### src/rtl/fetch_queue_pkg.sv
// Shared pipeline definitions for the IF->ID fetch queue: default widths/depth
// and the {PC, instr} entry record.
package fetch_queue_pkg;

  localparam int FQ_ADDR_W  = 32;
  localparam int FQ_INSTR_W = 32;
  localparam int FQ_DEPTH   = 4;

  typedef struct packed {
    logic [FQ_ADDR_W-1:0]  pc;
    logic [FQ_INSTR_W-1:0] instr;
  } fq_entry_t;

endpackage

### src/rtl/fetch_queue_mem.sv
// DEPTH-entry storage for the fetch queue: synchronous write, asynchronous read.
// Contents are not reset; the control logic masks them whenever the queue is empty.
module fetch_queue_mem #(
  parameter int WIDTH = 64,
  parameter int DEPTH = 4,
  parameter int AW    = $clog2(DEPTH)
) (
  input  logic             clk_i,
  input  logic             we_i,
  input  logic [AW-1:0]    waddr_i,
  input  logic [WIDTH-1:0] wdata_i,
  input  logic [AW-1:0]    raddr_i,
  output logic [WIDTH-1:0] rdata_o
);

  logic [WIDTH-1:0] mem_q [DEPTH];

  always_ff @(posedge clk_i) begin
    if (we_i) begin
      mem_q[waddr_i] <= wdata_i;
    end
  end

  assign rdata_o = mem_q[raddr_i];

endmodule

### src/rtl/fetch_queue.sv
// First-word-fall-through queue between IF and ID carrying {PC, instr} pairs.
// Holds pointer, count and flow-control logic; storage lives in fetch_queue_mem.
module fetch_queue
  import fetch_queue_pkg::*;
#(
  parameter int ADDR_W  = FQ_ADDR_W,
  parameter int INSTR_W = FQ_INSTR_W,
  parameter int DEPTH   = FQ_DEPTH
) (
  input  logic                   clk_i,
  input  logic                   start_i,
  input  logic                   flush_i,
  input  logic                   push_i,
  input  logic [ADDR_W-1:0]      PC_i,
  input  logic [INSTR_W-1:0]     instr_i,
  output logic                   ready_o,
  input  logic                   stall_i,
  output logic                   valid_o,
  output logic [ADDR_W-1:0]      PC_o,
  output logic [INSTR_W-1:0]     instr_o,
  output logic [$clog2(DEPTH):0] count_o
);

  localparam int PTR_W   = $clog2(DEPTH);
  localparam int CNT_W   = PTR_W + 1;
  localparam int ENTRY_W = ADDR_W + INSTR_W;
  localparam logic [CNT_W-1:0] FULL_CNT = CNT_W'(DEPTH);

  logic [PTR_W-1:0]   rdPtr_q, rdPtr_d;
  logic [PTR_W-1:0]   wrPtr_q, wrPtr_d;
  logic [CNT_W-1:0]   count_q, count_d;
  logic               pushEn, popEn;
  logic [ENTRY_W-1:0] headEntry;

  // ready/valid derive from the registered count only, so a push never
  // reaches the outputs in the cycle it is accepted.
  assign ready_o = (count_q != FULL_CNT);
  assign valid_o = (count_q != '0);
  assign count_o = count_q;

  assign pushEn = push_i & ready_o & ~flush_i;
  assign popEn  = valid_o & ~stall_i & ~flush_i;

  always_comb begin
    rdPtr_d = rdPtr_q;
    wrPtr_d = wrPtr_q;
    count_d = count_q;
    if (flush_i) begin
      rdPtr_d = '0;
      wrPtr_d = '0;
      count_d = '0;
    end else begin
      if (pushEn) begin
        wrPtr_d = wrPtr_q + PTR_W'(1);
      end
      if (popEn) begin
        rdPtr_d = rdPtr_q + PTR_W'(1);
      end
      unique case ({pushEn, popEn})
        2'b10:   count_d = count_q + CNT_W'(1);
        2'b01:   count_d = count_q - CNT_W'(1);
        default: count_d = count_q;
      endcase
    end
  end

  always_ff @(posedge clk_i or negedge start_i) begin
    if (!start_i) begin
      rdPtr_q <= '0;
      wrPtr_q <= '0;
      count_q <= '0;
    end else begin
      rdPtr_q <= rdPtr_d;
      wrPtr_q <= wrPtr_d;
      count_q <= count_d;
    end
  end

  fetch_queue_mem #(
    .WIDTH (ENTRY_W),
    .DEPTH (DEPTH),
    .AW    (PTR_W)
  ) u_mem (
    .clk_i   (clk_i),
    .we_i    (pushEn),
    .waddr_i (wrPtr_q),
    .wdata_i ({PC_i, instr_i}),
    .raddr_i (rdPtr_q),
    .rdata_o (headEntry)
  );

  // Empty queue presents a zero bubble rather than stale storage.
  assign PC_o    = valid_o ? headEntry[ENTRY_W-1:INSTR_W] : '0;
  assign instr_o = valid_o ? headEntry[INSTR_W-1:0]       : '0;

endmodule

### config.mk
export PLATFORM = sky130hd
export DESIGN_NAME = fetch_queue
export DESIGN_NICKNAME = d
export VERILOG_FILES = /design/src/rtl/fetch_queue_pkg.sv /design/src/rtl/fetch_queue_mem.sv /design/src/rtl/fetch_queue.sv
export SDC_FILE = /design/constraint.sdc
export NUM_CORES = 1
export LEC_CHECK = 0
export BUFFER_PORTS_ARGS = -buffer_cell sky130_fd_sc_hd__buf_4
export CORE_MARGIN = 2
export CORE_UTILIZATION = 55
export CTS_CLUSTER_DIAMETER = 150
export DETAILED_ROUTE_END_ITERATION = 6
export PLACE_DENSITY = 0.76
export SLEW_MARGIN = 20
export SYNTH_ARGS = -nofsm -noshare
export SYNTH_HDL_FRONTEND = slang
export SYNTH_SLANG_ARGS = --single-unit
### constraint.sdc
create_clock -name clk_i -period 7.1 [get_ports clk_i]
set_input_delay 1.775 -clock clk_i [delete_from_list [all_inputs] [get_ports clk_i]]
set_output_delay 1.775 -clock clk_i [all_outputs]
set_load 0.005 [all_outputs]
# After elaboration in Yosys (flattened, before gate mapping)
# Memory sizes are Yosys's and may differ from the RTL's.
# Cells that the tools add are included.
[totals]
input_bits = 69
memories = 1
output_inout_bits = 69
mem_bits_rw = 256
ff_bits = 7
elab_cells = 31
[memory_table]
columns = ["memory", "depth", "word_bits", "rd", "rd_clocked_by_memory_dff", "write_ports", "line_no", "text"]
rows = [
  ["u_mem.mem_q", 4, 64, 1, 0, 1, "fetch_queue_mem.sv:16", "logic [WIDTH-1:0] mem_q [DEPTH];"],
]
[op_classes]
reduce_logical = 4
n_eq_ne = 3
n_addsub = 4
bitwise = 6
n_mux = 10
[op_table]
columns = ["cell", "count"]
rows = [
  ["32-bit two-way mux", 2],
  ["2-bit two-way mux", 4],
  ["3-bit one-hot mux with 2 select lines", 1],
  ["3-bit nonzero test", 2],
  ["2-bit by 1-bit adder with 2-bit output (second input constant)", 2],
  ["1-bit AND", 4],
  ["2-bit nonzero test", 2],
  ["3-bit by 1-bit adder with 3-bit output (second input constant)", 1],
  ["3-bit two-way mux", 1],
  ["3-bit != test (second input constant)", 1],
  ["3-bit by 1-bit subtractor with 3-bit output (second input constant)", 1],
  ["2-bit by 1-bit equality test with 1-bit output (second input constant)", 1],
  ["2-bit equality test (second input constant)", 1],
  ["1-bit two-way mux", 2],
  ["1-bit inverter", 2],
]

# Depth between registers and ports, before layout
# Gate-level depths: netlist (run 1).
[depth]
word_depth = 6
depth_mapped = 9
ltp_nobuf = 8

# Hierarchy
# From an unflattened synthesis (run 1), not the netlist that was laid out.
[unflattened]
hier_cells = 471
area_unflattened_um2 = 10386.2
[modules_own_cells]
columns = ["mod", "cells_per_inst", "instances", "area_per_inst_um2"]
rows = [
  ["fetch_queue_mem", 338, 1, 9341.5],
  ["fetch_queue", 133, 1, 1044.8],
]

# Worst setup path before layout (run 1)
# OpenSTA, ideal clock, no wires.
[synth_path]
path_kind = "input to register"
startpoint = "in push_i"
endpoint = "mem u_mem.mem_q[0][0], enable pin"
path_stages = 3
required_ps = 6671
arrival_time_ps = 3767
slack_ps = 2905
n_path_buf = 1
path_cell_list = "clkbuf_1 -> and3b_1 -> and2_1"
[synth_between]
elab_chain_len = 4
[synth_rtl]
columns = ["element", "line_no", "text"]
rows = [
  ["start: declaration", "fetch_queue.sv:13", "input logic push_i,"],
  ["1-bit AND (2 in series)", "fetch_queue.sv:41", "assign pushEn = push_i & ready_o & ~flush_i;"],
  ["1-bit two-way mux", "fetch_queue_mem.sv:19", "if (we_i) begin"],
  ["1-bit two-way mux (implied by the code)", "fetch_queue_mem.sv:20", "mem_q[waddr_i] <= wdata_i;"],
  ["end: declaration", "fetch_queue_mem.sv:16", ""],
]
# Every way passes these cells.

# Worst setup path in the final report (run 1)
[layout_path]
startpoint = "reg rdPtr_q[0]"
endpoint = "out PC_o[31]"
[layout_between]
elab_chain_len = 2
[layout_rtl]
columns = ["element", "line_no", "text"]
rows = [
  ["start: declaration", "fetch_queue.sv:29", "logic [PTR_W-1:0] rdPtr_q, rdPtr_d;"],
  ["start signal: assignment", "fetch_queue.sv:73", "rdPtr_q <= rdPtr_d;"],
  ["memory read 4 x 64 bit", "-", ""],
  ["32-bit two-way mux", "fetch_queue.sv:93", "assign PC_o = valid_o ? headEntry[ENTRY_W-1:INSTR_W] : '0;"],
  ["end: declaration", "fetch_queue.sv:19", "output logic [ADDR_W-1:0] PC_o,"],
]
# Every way passes these cells.

==> reports/results.txt, run 1 <==
The run finished with clean final reports. The clock period could shrink to 4.81 ns. The sum of overflow across all layers after global routing was 0; the design area was 0.0122 mm². For the sequential power share, the log shows 0.525. The routed via count was 4853. The worst hold path belongs to the class flip-flop to flip-flop. The per-cell via count in the routed design is 5.64, and the least setup slack across all paths after layout is 2.29 ns.

The utilization after layout was 0.674. The maximum fanout along the worst path is 35. After clock tree synthesis, the repair step resized 0 gates. The worst slack at placement was 2.73 ns.

The tools report the data arrival time at the worst-slack endpoint as 3.03 ns. The post-CTS setup repair buffer count is 0. At the end of the flow, the number of nets in the layout was 687. Area of the placeable core: 0.0181 mm². The part of the total power dissipated in combinational logic is 0.119.

The logs give 138 for the boundary pin count and 471 for the cell count after synthesis. The tools report the worst-case hold slack as 0.590 ns. STA classifies the critical path startpoint as a flip-flop. The global-route usage over all layers is 0.190, and the share of the clock period used by the worst path is 0.677.

Standard cell area after detailed placement: 0.0114 mm². The first global-routing pass estimated 28800 µm of wire. The number of global-route vias before repair is 5306. The count of maximum capacitance violations came out at 0. Count of different cell masters after synthesis: 33.

IR analysis of the VDD net gives a maximum drop of 195 µV. Clock latency on the worst-skew pair, taken at its later pin, is 0.53 ns. The tree is rooted in a clkbuf_16.

After detailed placement, the design holds a cell count of 814. The path type of the worst setup path was flip-flop to output port. The tools report the kind of end point of the critical path as an output port. The logs give 18400 µm for the sum of routed wire length over all layers and 0 for the number of remaining DRC errors. The initial antenna violation count came out at 1. Setup violations remaining at the end of the flow were counted as 0.

The worst register-to-register path has a setup slack of 4.09 ns. The logs give 49 for the number of cell rows and 4.08 nW for the leakage power summed over all cells. In the final routed layout, each cell accounts on average for 21.4 µm.

The run gives 0.565 as the effective utilization at floorplan. For the maximum root-to-sink buffer count, the log shows 3. Data on the critical path is required at its endpoint by 5.33 ns. Across the routed clock network, the largest skew measured is 0.0146 ns. The tools report the sequential-to-total area share from yosys stat as 0.769.

The fraction of final layout cells sized beyond drive strength 1 is 0.389. In this run, CTS created clock tree buffers numbering 26. During placement, the flow inserted port buffers numbering 137. The CTS clock-pin slew for the worst setup and hold paths works out to 0.06 ns. The die outline area is 0.0197 mm², and the part of the power in the clock network is 0.355.

In the layout the commonest cells are 256 x edfxtp_1, 140 x buf_4, 65 x nor2b_1. The analysis attributes to net switching a power of 0.758 mW. The final number of hold-violating endpoints is 0, and the chip width is 140 µm. The Yosys step of the flow raised 0 warnings.

In this run the power density over the cells is 280 mW/mm². TritonCTS built the clock tree. The number of H-tree levels is 1, and the maximum number of pins on one net before global-route repair is 65. The number of max-slew violations in the final report came out at 0. The switching share of power came out at 0.222. Once detailed placement completed, the half-perimeter wirelength came to 10500 µm. The finished layout holds 860 standard cells, fillers aside. The area growth from synthesis to layout is 19.2%. CTS saw 263 sinks.

Synthesis inferred 263 register bits. The detailed router finished its first iteration with 266 violations. Max-slew headroom at the worst pin: 0.326.

After clock tree synthesis, the flow added hold-fix buffers numbering 0. Adding up every negative setup slack in the final design gives 0 ns. The total power is 3.42 mW, and the worst-margin pin slew is 1.01 ns. Setup repair after global routing left no endpoint under its margin.

Synthesis produced a netlist with a net count of 545. The routability-driven placement congestion ratio was 0.676; the average cell area after synthesis was 21.7 µm². The number of routed nets with antenna violations came out at 0.

The logs give 0.208 GHz for the maximum frequency from static timing analysis and 4 for the number of optimization iterations in the first detailed-route pass. The die is 140 µm tall. The internal power of the cells totals 2.66 mW.

The most frequent standard cell in the layout excluding fill and tap cells was edfxtp_1. The post-synth design cell area was 0.0102 mm².
[cells in the mapped netlist (all sizes together)]
cell type | n | share of area
nor4 | 1 | 0.00061
nor3 | 3 | 0.0026
edfxtp | 256 | 0.75
or3 | 2 | 0.0012
nand2b | 1 | 0.00061
and3b | 1 | 0.00086
o21a | 1 | 0.00073
or2 | 1 | 0.00061
or3b | 1 | 0.00086
clkbuf | 10 | 0.0037
a21oi | 8 | 0.0039
nand2 | 3 | 0.0011
o21ai | 2 | 0.00098
and2 | 4 | 0.0024
inv | 4 | 0.0015
nor2b | 65 | 0.040
a2111oi | 1 | 0.00086
nand3 | 3 | 0.0015
o311ai | 1 | 0.00086
ha | 4 | 0.0049
dfrtp | 7 | 0.017
mux4 | 64 | 0.14
a32oi | 1 | 0.00086
nand3b | 2 | 0.0015
buf | 16 | 0.011
nor3b | 1 | 0.00073
fa | 1 | 0.0020
o31ai | 1 | 0.00073
xnor2 | 3 | 0.0026
nor2 | 3 | 0.0011
[power groups by stage]
stage | Sequential (mW) | Combinational (mW) | Clock [mW]
3_5_place_dp | 1.83 | 0.415 | 0
5_1_grt | 1.80 | 0.445 | 1.29
4_1_cts | 1.80 | 0.417 | 1.24
2_1_floorplan | 1.81 | 0.240 | 0
3_3_place_gp | 1.82 | 0.407 | 0
6_report | 1.79 | 0.407 | 1.21
[worst paths after layout]
check                                start    endpoint  depth (start not counted)
worst max register to register  count_o[0]  count_o[2]                          6
worst min-delay path            wrPtr_q[1]  wrPtr_q[1]                          2
max in group asynchronous          start_i  rdPtr_q[0]                          1
worst min register to register  wrPtr_q[1]  wrPtr_q[1]                          2
worst max-delay path            rdPtr_q[0]    PC_o[31]                          4
min in group asynchronous          start_i  count_o[0]                          1
[layout make-up]
class / count / area [µm²]
Sequential cell: 263 / 7870
Inverter: 4 / 15.0
Clock buffer: 32 / 673
Tap cell: 229 / 287
Clock inverter: 13 / 80.1
Multi-Input combinational cell: 178 / 2210
Antenna cell: 1 / 2.50
Fill cell: 1156 / 5900
Timing Repair Buffer: 140 / 1050
[per-layer routing]
layer | vias up | track usage | share of wire
met4 | 0 | 0.0611 | 0.021
met3 | 34 | 0.0465 | 0.059
li1 | 2188 | - | -
met5 | - | 0 | 0
met1 | 2490 | 0.247 | 0.42
met2 | 141 | 0.320 | 0.50
[sequential cells by signal, summed over array words and instances (netlist names)]
signal       cells
count_o          3
u_mem.mem_q    256
wrPtr_q          2
rdPtr_q          2
[worst max-delay path: stages (launching register included)]
cell	delay, ns
dfrtp_4	0.86
buf_4	0.70
mux4_2	0.58
nor2b_1	0.18
buf_4	0.19
[cell families (layout without fill, tap and decap cells)]
group | after synthesis | count (layout) | synth area share
AO/OA/AOI/OAI | 15 | 15 | 0.00894
XOR/XNOR | 3 | 3 | 0.00257
adder cells (fa/ha/maj) | 5 | 5 | 0.00686
buffers and inverters | 30 | 189 | 0.0159
flip-flops | 263 | 263 | 0.769
multiplexers | 64 | 64 | 0.141
other | 0 | 1 | 0
AND/OR/NAND/NOR | 91 | 91 | 0.0555
(Power assumes the default switching activity.)
==> run 2: changes to the inputs <==
Settings changed: ABC_AREA set to 1, CORE_UTILIZATION 55 to 52, PLACE_DENSITY 0.76 to 0.75.
Clock period 7.1 ns to 3.9 ns, I/O delays scaled along.
==> reports/results.txt, run 2 <==
For the sequential power share, the log shows 0.412 (-0.113). For the boundary pin count, the log shows 138 (unchanged). The internal power of the cells was 5.70 mW (+110%). The worst-margin pin slew came out at 0.825 ns (-0.186 ns).

The async set-reset flop share out of synthesis works out to 0.0266 (unchanged). The flow ran to the end, and the final reports show no timing, DRC or antenna violations. STA classifies the critical path endpoint as an output port. The register bit total from synthesis is 263 (unchanged).

The least setup slack across all paths after layout is 0.652 ns (-1.64 ns). For the number of nets produced by synthesis, the log shows 893 (+64%). The data arrival time at the worst-slack endpoint was 2.27 ns (-0.76 ns). Count of yosys warnings during synthesis: 0 (unchanged). The clock tree skew after final layout was 0.00489 ns (-0.00969 ns). The global-route usage over all layers was 0.198 (+0.00816). The run gives 2.42 mW (+220%) as the switching power. The path type of the worst setup path was flip-flop to output port.

The effective utilization at floorplan is 0.530 (-0.0350), and the average cell area after synthesis is 12.6 µm² (-42%). The tools report the global-route wire length before repair as 33200 µm (+15%). The maximum root-to-sink buffer count came out at 3 (unchanged). The sum of routed wire length over all layers is 21700 µm (+18%). The number of hold buffers added after CTS is 0 (unchanged). Leaving out fill and tap cells, the most frequent cells in the layout are 258 x nor2_1, 256 x edfxtp_1, 141 x buf_4. The count of maximum capacitance violations is 0 (unchanged). The tools report the post-synth design cell area as 0.0104 mm² (+1.3%). The sum of overflow across all layers after global routing is 0 (unchanged). The part of the power in the clock network is 0.293 (-0.062). The logs give 0.640 (-0.0335) for the utilization after layout and 0.821 (+22%) for the routability-driven placement congestion ratio. The post-cts resize count was 0 (unchanged). The final setup violation count was 0 (unchanged). The number of optimization iterations in the first detailed-route pass was 5 (+1). The tools report the antenna diode instance count as 0 (-1). The chip width is 145 µm (+3.4%).

Among cell families on the critical path, the largest total delay comes from buffers and inverters. The cell that appears most often on the critical path is buf_4. The post-CTS setup repair buffer count was 0 (unchanged). The tools report the number of routed nets with antenna violations as 0 (unchanged). The number of H-tree levels came out at 1 (unchanged). The part of the total power dissipated in combinational logic is 0.294 (+0.175), and the initial antenna violation count is 0 (-1). The tools report the count of different cell masters after synthesis as 20 (-39%). The top flip-flop cell by instance count after synthesis is edfxtp_1. Die height: 145 µm (+3.4%).

The logs give 0 (unchanged) for the final number of hold-violating endpoints and 0.0195 mm² (+8.0%) for the area of the placeable core. Fraction of final layout cells sized beyond drive strength 1: 0.205 (-0.184). The tightest min-delay check is of the primary input to asynchronous set/reset pin type. Number of remaining DRC errors: 0 (unchanged).

By area the synthesized netlist is led by edfxtp_1 74%, nor2_1 9.5%, o21ai_0 6.2%, a21oi_1 3.3%, dfrtp_1 1.7%. Walking the worst path, the cells encountered are clkinv_2 > buf_4 > o21ai_0 > a21oi_1 > buf_4. The logs give 0.450 (+0.124) for the max-slew headroom at the worst pin and 51 (+4.1%) for the number of cell rows. The number of max-slew violations in the final report is 0 (unchanged). The number of global-route vias before repair was 6197 (+17%). In the synthesized netlist, the cells that appear most often are 262 x nor2_1, 256 x edfxtp_1, 129 x o21ai_0, 68 x a21oi_1, 19 x nand2_1. The detailed-route wire length per cell was 17.6 µm (-18%). The final net count was 1022 (+49%). The area added between synthesis and finish came out at 20.7%.

The per-cell via count in the routed design is 5.34 (-5.3%). The leakage power summed over all cells was 4.51 nW (+10%). The sink count of the clock tree came out at 263 (unchanged). The run gives 458 µV (+140%) as the largest voltage drop on the vdd net. For the sequential-to-total area share from yosys stat, the log shows 0.760 (-0.00967).

The clock period minus worst slack came out at 3.25 ns. STA classifies the critical path startpoint as a flip-flop. The most instantiated library cell after synthesis is nor2_1.

The total negative setup slack was 0 ns (unchanged). The number of enable flip-flop cells after synthesis works out to 256 (unchanged). Total CTS buffers: 26 (unchanged). Count of non-filler cells in the finished layout: 1230 (+43%).

The share of the clock period used by the worst path is 0.833, and the routed via count is 6574 (+35%). The area fraction of the dominant cell type after synthesis was 0.743 (-0.00945); the CTS clock-pin slew for the worst setup and hold paths was 0.06 ns (about the same). The worst-case hold slack was 0.268 ns (-0.322 ns); the maximum number of pins on one net before global-route repair was 130 (+100%).

The tools report the buffer type at the clock tree root as clkbuf_16. The dominant cell type by area after synthesis is edfxtp_1. Setup repair after global routing left no endpoint under its margin. The die outline area is 0.0211 mm² (+6.9%), and the number of flip-flops in the largest register is 256 (unchanged). The library cell used most frequently in the layout, excluding fill and tap cells, is nor2_1. The logs give 1.20 ns (-1.53 ns) for the worst slack at placement and 1185 (+46%) for the number of cells after detailed placement.

The number of buffers inserted by port buffering is 137 (unchanged). TritonCTS built the clock tree. The power density over the cells came out at 650 mW/mm² (+130%). The maximum fanout along the worst path works out to 38 (+8.6%).

The master of the slowest instance on the critical path is dfrtp_4. Timing would allow up to 0.308 GHz. The first-iteration detailed-routing DRC count was 476 (+79%); the delay of the slowest cell on the worst path was 0.44 ns (-0.42 ns). The clock insertion delay at the later pin of the skew report came out at 0.51 ns (-0.02 ns).

The total half-perimeter wirelength after legalization and detailed placement is 12000 µm (+14%), and the switching share of power is 0.298 (+0.0760). The run gives 2.92 ns (-2.41 ns) as the data required time at the worst endpoint. The register with the most flip-flops in the final layout is u_mem.mem_q. The cell count after synthesis came out at 819 (+74%).

The count of buffer and inverter cells on the critical path is 3 (+1).
## run 2: cell count changes after synthesis, sizes merged, moves of 12 or more
cell and change:
nor2 +260, o21ai +130, nor2b -65, mux4 -64, a21oi +60, buf +20, nand2 +18, inv +12
## run 2: cell type report
cell class / count / area [µm²]
fill: 1451 / 7030
sequential: 263 / 7870
inverter: 16 / 61.3
clock buffer: 38 / 767
clock inverter: 7 / 57.6
tap: 265 / 332
timing repair buffer: 149 / 1220
multi-input combinational: 492 / 2190
## run 2: through the flow
stage	power [mW]	instance area [µm²]
after global placement	5.77	11700
final	8.12	12500
after detailed placement	5.81	11700
after floorplan	4.66	10400
after CTS	8.19	12500
after global routing	8.53	12500
## run 2: worst paths after layout
kind                             from                 end  slack [ns]  depth (start not counted)
max                        rdPtr_q[0]          instr_o[8]        0.65                          5
min                           start_i          rdPtr_q[0]        0.27                          1
max reg2reg                count_o[0]  u_mem.mem_q[1][13]        1.68                          7
min reg2reg                count_o[1]          count_o[1]        0.57                          2
max in group asynchronous     start_i          rdPtr_q[0]        3.49                          1
min in group clk_i         count_o[1]          count_o[1]        0.57                          2
## run 2: power by group through the flow
| stage | Clock [mW] | Sequential, mW | Combinational [mW] |
|---|---|---|---|
| 3_5_place_dp | 0 | 3.40 | 2.41 |
| 5_1_grt | 2.54 | 3.36 | 2.63 |
| 2_1_floorplan | 0 | 3.41 | 1.25 |
| 6_report | 2.38 | 3.35 | 2.39 |
| 3_3_place_gp | 0 | 3.40 | 2.37 |
| 4_1_cts | 2.42 | 3.35 | 2.42 |
## run 2: layer usage
metal  vias up  routed length [µm]  global-route usage
met5         -                   0                   0
li1       3139                   -                   -
met3        35                1370              0.0374
met1      3168                8830               0.260
met2       232               11100               0.338
met4         0                 422              0.0623
## run 2: worst register-to-register path, cell delays in order, from the launching register on
cell,delay (ns)
dfrtp_1,0.43
nor2_1,0.11
nand2_1,0.10
nand2_2,0.08
nor2_1,0.18
inv_1,0.21
nor2_4,0.40
buf_12,0.37
## run 2: kinds of logic after synthesis
family | count (synthesis) | synth area share
compound gates | 200 | 0.0967
xor+xnor | 1 | 0.000846
fa+ha+maj | 5 | 0.00677
buf+inv | 64 | 0.0314
flops | 263 | 0.760
simple gates | 286 | 0.105
